**src/rtl/apb_mtimer.sv**
```systemverilog
// apb_mtimer: APB completer for the 64-bit machine timer (mtime/mtimecmp)
// with an 8-bit prescaler, atomic 64-bit read shadow and a level timer irq.
module apb_mtimer #(
  parameter logic [7:0] PrescaleRst = 8'd0,
  parameter logic       EnableRst   = 1'b0
) (
  input  logic        clk_i,
  input  logic        rst_ni,
  input  logic [31:0] paddr_i,
  input  logic        psel_i,
  input  logic        penable_i,
  input  logic        pwrite_i,
  input  logic [31:0] pwdata_i,
  input  logic [3:0]  pstrb_i,
  output logic [31:0] prdata_o,
  output logic        pready_o,
  output logic        pslverr_o,
  output logic        timer_irq_o
);

  localparam logic [11:0] AddrMtimeLo = 12'h000;
  localparam logic [11:0] AddrMtimeHi = 12'h004;
  localparam logic [11:0] AddrCmpLo   = 12'h008;
  localparam logic [11:0] AddrCmpHi   = 12'h00C;
  localparam logic [11:0] AddrCtrl    = 12'h010;
  localparam logic [11:0] AddrStatus  = 12'h014;

  logic [63:0] mtime;
  logic [63:0] mtimecmp;
  logic        enable;
  logic [7:0]  prescale;
  logic [7:0]  pcnt;
  logic [31:0] hi_shadow;
  logic        irq;

  logic [11:0] offset;
  logic        access;
  logic        addr_ok;
  logic        err;
  logic        wr_ok;
  logic        rd_ok;
  logic        wr_mtime_lo;
  logic        wr_mtime_hi;
  logic        wr_cmp_lo;
  logic        wr_cmp_hi;
  logic        wr_ctrl;
  logic        rd_mtime_lo;
  logic        tick;
  logic        unused_paddr;

  // Merge write data into an existing word, one byte per strobe bit.
  function automatic logic [31:0] apply_strobes(input logic [31:0] old_val,
                                                input logic [31:0] new_val,
                                                input logic [3:0]  strb);
    logic [31:0] res;
    res = old_val;
    for (int i = 0; i < 4; i++) begin
      if (strb[i]) res[8*i +: 8] = new_val[8*i +: 8];
    end
    return res;
  endfunction

  // Only the low 12 address bits select a register inside the window.
  assign offset       = paddr_i[11:0];
  assign unused_paddr = ^paddr_i[31:12];
  assign access       = psel_i & penable_i;

  // Recognise the six register offsets; misaligned offsets never match.
  always_comb begin
    case (offset)
      AddrMtimeLo, AddrMtimeHi, AddrCmpLo, AddrCmpHi, AddrCtrl, AddrStatus:
        addr_ok = 1'b1;
      default:
        addr_ok = 1'b0;
    endcase
  end

  // STATUS is read-only, so writing it is an error as well.
  assign err   = access & (~addr_ok | (pwrite_i & (offset == AddrStatus)));
  assign wr_ok = access & pwrite_i & ~err;
  assign rd_ok = access & ~pwrite_i & ~err;

  assign wr_mtime_lo = wr_ok & (offset == AddrMtimeLo);
  assign wr_mtime_hi = wr_ok & (offset == AddrMtimeHi);
  assign wr_cmp_lo   = wr_ok & (offset == AddrCmpLo);
  assign wr_cmp_hi   = wr_ok & (offset == AddrCmpHi);
  assign wr_ctrl     = wr_ok & (offset == AddrCtrl);
  assign rd_mtime_lo = rd_ok & (offset == AddrMtimeLo);

  assign tick = enable & (pcnt == prescale);

  // mtime: a bus write to either half wins over a tick in the same cycle.
  always_ff @(posedge clk_i or negedge rst_ni) begin
    if (!rst_ni) begin
      mtime <= 64'd0;
    end else if (wr_mtime_lo) begin
      mtime[31:0] <= apply_strobes(mtime[31:0], pwdata_i, pstrb_i);
    end else if (wr_mtime_hi) begin
      mtime[63:32] <= apply_strobes(mtime[63:32], pwdata_i, pstrb_i);
    end else if (tick) begin
      mtime <= mtime + 64'd1;
    end
  end

  // Prescaler counter: wraps at prescale, held at zero while disabled.
  always_ff @(posedge clk_i or negedge rst_ni) begin
    if (!rst_ni) begin
      pcnt <= 8'd0;
    end else if (wr_ctrl || !enable || (pcnt == prescale)) begin
      pcnt <= 8'd0;
    end else begin
      pcnt <= pcnt + 8'd1;
    end
  end

  // CTRL fields, each updated only when its byte strobe is set.
  always_ff @(posedge clk_i or negedge rst_ni) begin
    if (!rst_ni) begin
      enable   <= EnableRst;
      prescale <= PrescaleRst;
    end else if (wr_ctrl) begin
      if (pstrb_i[0]) enable   <= pwdata_i[0];
      if (pstrb_i[1]) prescale <= pwdata_i[15:8];
    end
  end

  // Compare value, written one 32-bit half at a time.
  always_ff @(posedge clk_i or negedge rst_ni) begin
    if (!rst_ni) begin
      mtimecmp <= 64'hFFFF_FFFF_FFFF_FFFF;
    end else if (wr_cmp_lo) begin
      mtimecmp[31:0] <= apply_strobes(mtimecmp[31:0], pwdata_i, pstrb_i);
    end else if (wr_cmp_hi) begin
      mtimecmp[63:32] <= apply_strobes(mtimecmp[63:32], pwdata_i, pstrb_i);
    end
  end

  // Reading MTIME_LO freezes the upper half so MTIME_HI pairs with it.
  always_ff @(posedge clk_i or negedge rst_ni) begin
    if (!rst_ni) begin
      hi_shadow <= 32'd0;
    end else if (rd_mtime_lo) begin
      hi_shadow <= mtime[63:32];
    end
  end

  // Registered level interrupt from the current register contents.
  always_ff @(posedge clk_i or negedge rst_ni) begin
    if (!rst_ni) begin
      irq <= 1'b0;
    end else begin
      irq <= (mtime >= mtimecmp);
    end
  end

  // Read data only during a valid read access phase, zero otherwise.
  always_comb begin
    prdata_o = 32'd0;
    if (rd_ok) begin
      case (offset)
        AddrMtimeLo: prdata_o = mtime[31:0];
        AddrMtimeHi: prdata_o = hi_shadow;
        AddrCmpLo:   prdata_o = mtimecmp[31:0];
        AddrCmpHi:   prdata_o = mtimecmp[63:32];
        AddrCtrl:    prdata_o = {16'd0, prescale, 7'd0, enable};
        AddrStatus:  prdata_o = {31'd0, irq};
        default:     prdata_o = 32'd0;
      endcase
    end
  end

  assign pready_o    = 1'b1;
  assign pslverr_o   = err;
  assign timer_irq_o = irq;

endmodule
```
**config.mk**
```make
export PLATFORM = sky130hd
export DESIGN_NAME = apb_mtimer
export DESIGN_NICKNAME = d
export VERILOG_FILES = /design/src/rtl/apb_mtimer.sv
export SDC_FILE = /design/constraint.sdc
export NUM_CORES = 1
export LEC_CHECK = 0
export ABC_AREA = 0
export BUFFER_PORTS_ARGS = -buffer_cell sky130_fd_sc_hd__buf_2
export CELL_PAD_IN_SITES_DETAIL_PLACEMENT = 0
export CELL_PAD_IN_SITES_GLOBAL_PLACEMENT = 2
export CORE_MARGIN = 1.5
export CORE_UTILIZATION = 41
export DETAILED_ROUTE_END_ITERATION = 12
export PLACE_DENSITY_LB_ADDON = 0.1
export SETUP_SLACK_MARGIN = 0.2
export SLEW_MARGIN = 10
export SYNTH_ARGS = -nofsm -noshare
export SYNTH_HDL_FRONTEND = slang
export SYNTH_SLANG_ARGS = --single-unit
```
**constraint.sdc**
```tcl
create_clock -name clk_i -period 8 [get_ports clk_i]
set_input_delay 1.2 -clock clk_i [delete_from_list [all_inputs] [get_ports clk_i]]
set_output_delay 1.2 -clock clk_i [all_outputs]
set_load 0.005 [all_outputs]
```
Word level (Yosys, flattened, before mapping). Index checks and enable logic that the tools add are counted.

Add/sub/neg operators: 2. Order comparisons: 1. Equal/unequal tests: 15. Mux-type cells: 12. Bitwise operators: 20. Reductions and logical operators: 25.

Operator list (count): 32-bit case mux with 6 select lines (1); 32-bit 2-to-1 mux (4); 64-bit by 1-bit adder with 64-bit output, second input constant (1); 64-bit greater-or-equal comparator (1); 64-bit 2-to-1 mux (1); 8-bit 2-to-1 mux (5); 3-bit AND reduction (12); 12-bit by 4-bit equality test with 1-bit output, second input constant (2); 12-bit by 5-bit equality test with 1-bit output, second input constant (2); 2-bit != test, second input constant (9); 1-bit bitwise AND (14); 12-bit by 3-bit equality test with 1-bit output, second input constant (1); 12-bit logical NOT (1); 2-bit AND reduction (6); 8-bit by 1-bit adder with 8-bit output, second input constant (1); 8-bit equality test (1); 6-bit OR reduction (1); 1-bit inverter (5); 2-bit nonzero test (2); 1-bit logical OR (2); 1-bit logical NOT (1); 1-bit 2-to-1 mux (1); 1-bit bitwise OR (1).

Register bits after elaboration: 178. Input port bits: 73. Output and inout port bits: 35.

Depth between registers and ports, before layout.
Word-level depth: 12. Gate-level depth with buffers: 9. Mapped depth without buffers: 8.

Worst setup path after synthesis. OpenSTA, ideal clock, no wires.

Path kind: input -> output. Start point: input port paddr_i[0]. End point: output port prdata_o[20]. Arrival time: 3126 ps. Path slack: 3674 ps. Stages: 8. Cell sequence: or4_4 > or3_1 > nor2_2 > and3_1 > clkbuf_1 > buf_2 > a22oi_1 > nor2_1.

Word-level cells in the longest chain between the ends: 9. Elaborated cells between the ends (all ways): 16.

Ends and longest elaborated chain: start: declaration (RTL line 9) `input logic [31:0] paddr_i,`; 12-bit by 5-bit equality test with 1-bit output, or another cell as far along (RTL line 70, 79, 160); 6-bit OR reduction (RTL line 70) `case (offset)`; 1-bit 2-to-1 mux (RTL line 70); 1-bit inverter (RTL line 79) `assign err = access & (~addr_ok | (pwrite_i & (offset == AddrStatus)));`; 1-bit bitwise OR (RTL line 79); 1-bit bitwise AND (RTL line 79); 1-bit inverter (RTL line 81) `assign rd_ok = access & ~pwrite_i & ~err;`; 1-bit bitwise AND (RTL line 81); 32-bit 2-to-1 mux * (RTL line 159) `if (rd_ok) begin`; end: declaration (RTL line 15) `output logic [31:0] prdata_o,`.

Every way passes the cells marked *; elsewhere a longest branch is shown, timed or not.

Worst setup path after layout.
Start point: input port paddr_i[0]. End point: output port prdata_o[7].

The elaborated chain is that of the path after synthesis.

==> impl_metrics.py <==
metrics = {
    "logic_synthesis": {
        "syn_area_per_cell_um2": 9.24,
        "postSynth.topFlopCell": "dfrtp_1",
        "ys.warnings.count": 0,
        "post_synth_num_cell_types": 77,
        "synthesis.area_um2": 11800,
        "yosys_register_bits": 178,
        "synthesis.nets": 1420,
        "seq_area_frac_synth_pct": 38.3,
        "synth_edf_count": 0,
        "ys_async_sr_fraction_pct": 100,
        "netlist_instances": 1281,
    },
    "min_path": {
        "worst_hold_path.num_cells": 1,
        "hold_path_startpoint": "hi_shadow[7]",
        "whs_endpoint": "hi_shadow[7]",
        "hp-class": "flop to flop",
    },
    "cts": {
        "ctsLongestPathBuffers": 2,
        "post-cts-setup-buffers": 0,
        "cts_made_buffers": 17,
        "clock-root-buffer": "clkbuf_16",
        "clock_sinks": 178,
        "cts.repair.resized": 0,
        "insertion_delay_ns": 0.45,
        "hold_bufs_inserted_after_cts": 0,
        "htree_num_levels": 4,
        "cts.reportedPaths.clkPinSlew_ns": 0.06,
        "clock_tree_from_tritoncts": "done",
    },
    "critical_path": {
        "cpMostUsedCell": "buf_2",
        "slowest_library_cell_on_the_worst_path": "or3_1",
        "worst_ep_required_time_ns": 6.80,
        "start_to_end_type_of_the_worst_setup_path": "input pin to output port",
        "cp_slowest_stage_delay_ns": 0.73,
        "critPathCaptureType": "output port",
        "reg2reg_from": "pcnt[2]",
        "worst_r2r_path_depth": 7,
        "critPathArrivalTime_ns": 4.08,
        "crit_fanout": 25,
        "worstSetupStartpointType": "input pin",
        "ff2ff_setup_slack_ns": 4.34,
        "critical_r2r_capture": "mtime[24]",
        "timing.critical_path.cells": "buf_2 > or4_4 > nor3_4 > nand2_2 > or3_1 > nor2b_1 > buf_2",
    },
    "routing": {
        "dr.pass1.iters": 5,
        "drt-initial-drc-count": 811,
        "avgViaCountPerCell": 5.95,
        "number_of_vias_after_detailed_routing": 10300,
        "postRouteWirelength_um": 40900,
        "drc": 0,
        "ant_nets": 0,
        "drt-wirelength-per-cell_um": 23.5,
    },
    "layout": {
        "fin_cells": 1738,
        "final_layout_size_suffix_gt1_share_pct": 23.0,
        "n_antenna_cell": 0,
        "fin_area_um2": 13200,
        "n_fill_cell": 2912,
        "most_frequent_cells_in_the_layout": "dfrtp_1, nand2_1, inv_1",
        "final_net_count": 1480,
        "area_growth_from_synthesis_to_layout_pct": 11.7,
        "layout.cells.most_common": "dfrtp_1",
    },
    "timing": {
        "slew_violations": 0,
        "setup_viol_count_final": 0,
        "fmaxAchievable_ghz": 0.190,
        "post-route-worst-setup-slack_ns": 2.72,
        "max_slew_margin_pct": 26.2,
        "min_period_over_period_pct": 66.0,
        "setup_total_negative_slack_ns": 0,
        "worst_slew_pin_slew_ns": 1.10,
        "fin_worst_hold_slack_ns": 0.485,
        "final_period_minus_worst_setup_slack_ns": 5.28,
        "worst_clock_skew_ns": 0.0129,
        "final_hold_viol_count": 0,
        "grt_setup_unrepaired": "no",
    },
    "floorplan": {
        "initial_utilization_pct": 41.5,
        "die_area_um2": 29900,
        "fp.coreArea_um2": 28500,
        "ios": 108,
        "placementRows": 62,
        "die_height_um": 173,
        "fp.dieW_um": 173,
    },
    "grt": {
        "grt_start_max_net_pins": 91,
        "vias_in_the_first_global_route": 10100,
        "global_route.overflow_total": 0,
        "global_route_wire_length_before_repair_um": 62900,
        "grt_antenna_before_repair": 1,
        "grt_util_overall_pct": 27.8,
    },
    "power": {
        "ir_drop_uv": 133,
        "power.leakage_nw": 5.91,
        "pwr_density_cell_nw_per_um2": 143,
    },
    "run_status": {
        "outcome": "finished clean",
    },
    "placement": {
        "placed_cell_area_um2": 12600,
        "numPortBuffers": 86,
        "gp_routability_congestion": 0.876,
        "dp.cells": 1706,
        "post-dp-hpwl_um": 29400,
        "place_ws_ns": 2.54,
    },
    "job": {
        "max-cap-violations": 0,
    },
}
layout make-up:
type                       count  area, um2  share of cell area, %
multi-input combinational    941       6650                   50.3
sequential                   178       4530                   34.3
timing repair buffer         104        574                   4.34
tap                          384        480                   3.63
clock buffer                  20        457                   3.45
inverter                      99        372                   2.81
clock inverter                12        155                   1.17
logic make-up (layout without fill, tap and decap cells):
| kind of cell | count (synthesis) | count (layout) | share of synthesized area (%) |
|---|---|---|---|
| flip-flops | 178 | 178 | 38.3 |
| AND/OR/NAND/NOR | 438 | 438 | 18.9 |
| other | 1 | 1 | 0.0317 |
| XOR/XNOR | 14 | 14 | 1.04 |
| buffers and inverters | 162 | 235 | 5.63 |
| AO/OA/AOI/OAI | 281 | 281 | 15.5 |
| adder cells (fa/ha/maj) | 66 | 66 | 6.98 |
| multiplexers | 141 | 141 | 13.6 |
worst max path at each step:
stage                     cells past startpoint  slack (ns)       start            end
after floorplan                               8        3.67  paddr_i[0]   prdata_o[20]
after global placement                        8        2.56  paddr_i[0]  hi_shadow[14]
after detailed placement                      8        2.54  paddr_i[0]  hi_shadow[17]
after CTS                                     7        2.73  paddr_i[0]    prdata_o[7]
after global routing                          7        2.60  paddr_i[0]    prdata_o[2]
final                                         7        2.72  paddr_i[0]    prdata_o[7]
sequential cells by signal (all words and copies together) (netlist names):
name / flops
mtime: 64
mtimecmp: 64
hi_shadow: 32
pcnt: 8
prescale: 8
enable: 1
timer_irq_o: 1
critical path: cells and delay by family:
kind	cells	cell delay [ns]
and+or+nand+nor	5	2.63
buffers and inverters	2	0.23
routing by layer:
layer	track usage [%]	part of all wire, %	vias up
li1	-	-	4826
met1	39.8	47	5169
met2	43.6	46	295
met3	4.20	5.0	47
met4	8.22	2.1	2
met5	0	0.034	-
report_power, final:
group	switching (mW)	internal [mW]
Clock	0.384	0.509
Sequential	0.00126	0.902
Combinational	0.0668	0.0246
cells in the mapped netlist, types with 8 or more instances:
cell,n,area (um2)
dfstp_2,64,1680
inv_1,99,372
nand2_1,104,390
nand4_1,31,194
mux2i_1,52,521
nor2_1,98,368
clkbuf_1,37,139
xor2_1,12,105
a31oi_1,18,113
or3_1,9,56.3
a22oi_1,18,135
buf_2,14,70.1
nor4_1,29,181
o21ai_0,68,340
dfrtp_1,114,2850
and3_1,20,125
nand2b_1,13,81.3
a211oi_1,11,82.6
o22ai_1,12,75.1
and4_1,9,78.8
nand3_1,46,230
nor2b_1,10,62.6
mux2_2,79,890
a21oi_1,69,345
ha_1,66,826
mux4_2,8,180
a222oi_1,9,90.1
nor3_1,34,170
and2_1,8,50.1
metrics by stage:
stage	util [%]	total power, mW
detailed placement	44.2	1.01
global placement	44.2	1.01
global route	46.3	1.95
finish	46.3	1.89
CTS	46.3	1.91
floorplan	-	0.952
(Power assumes the default switching activity.)
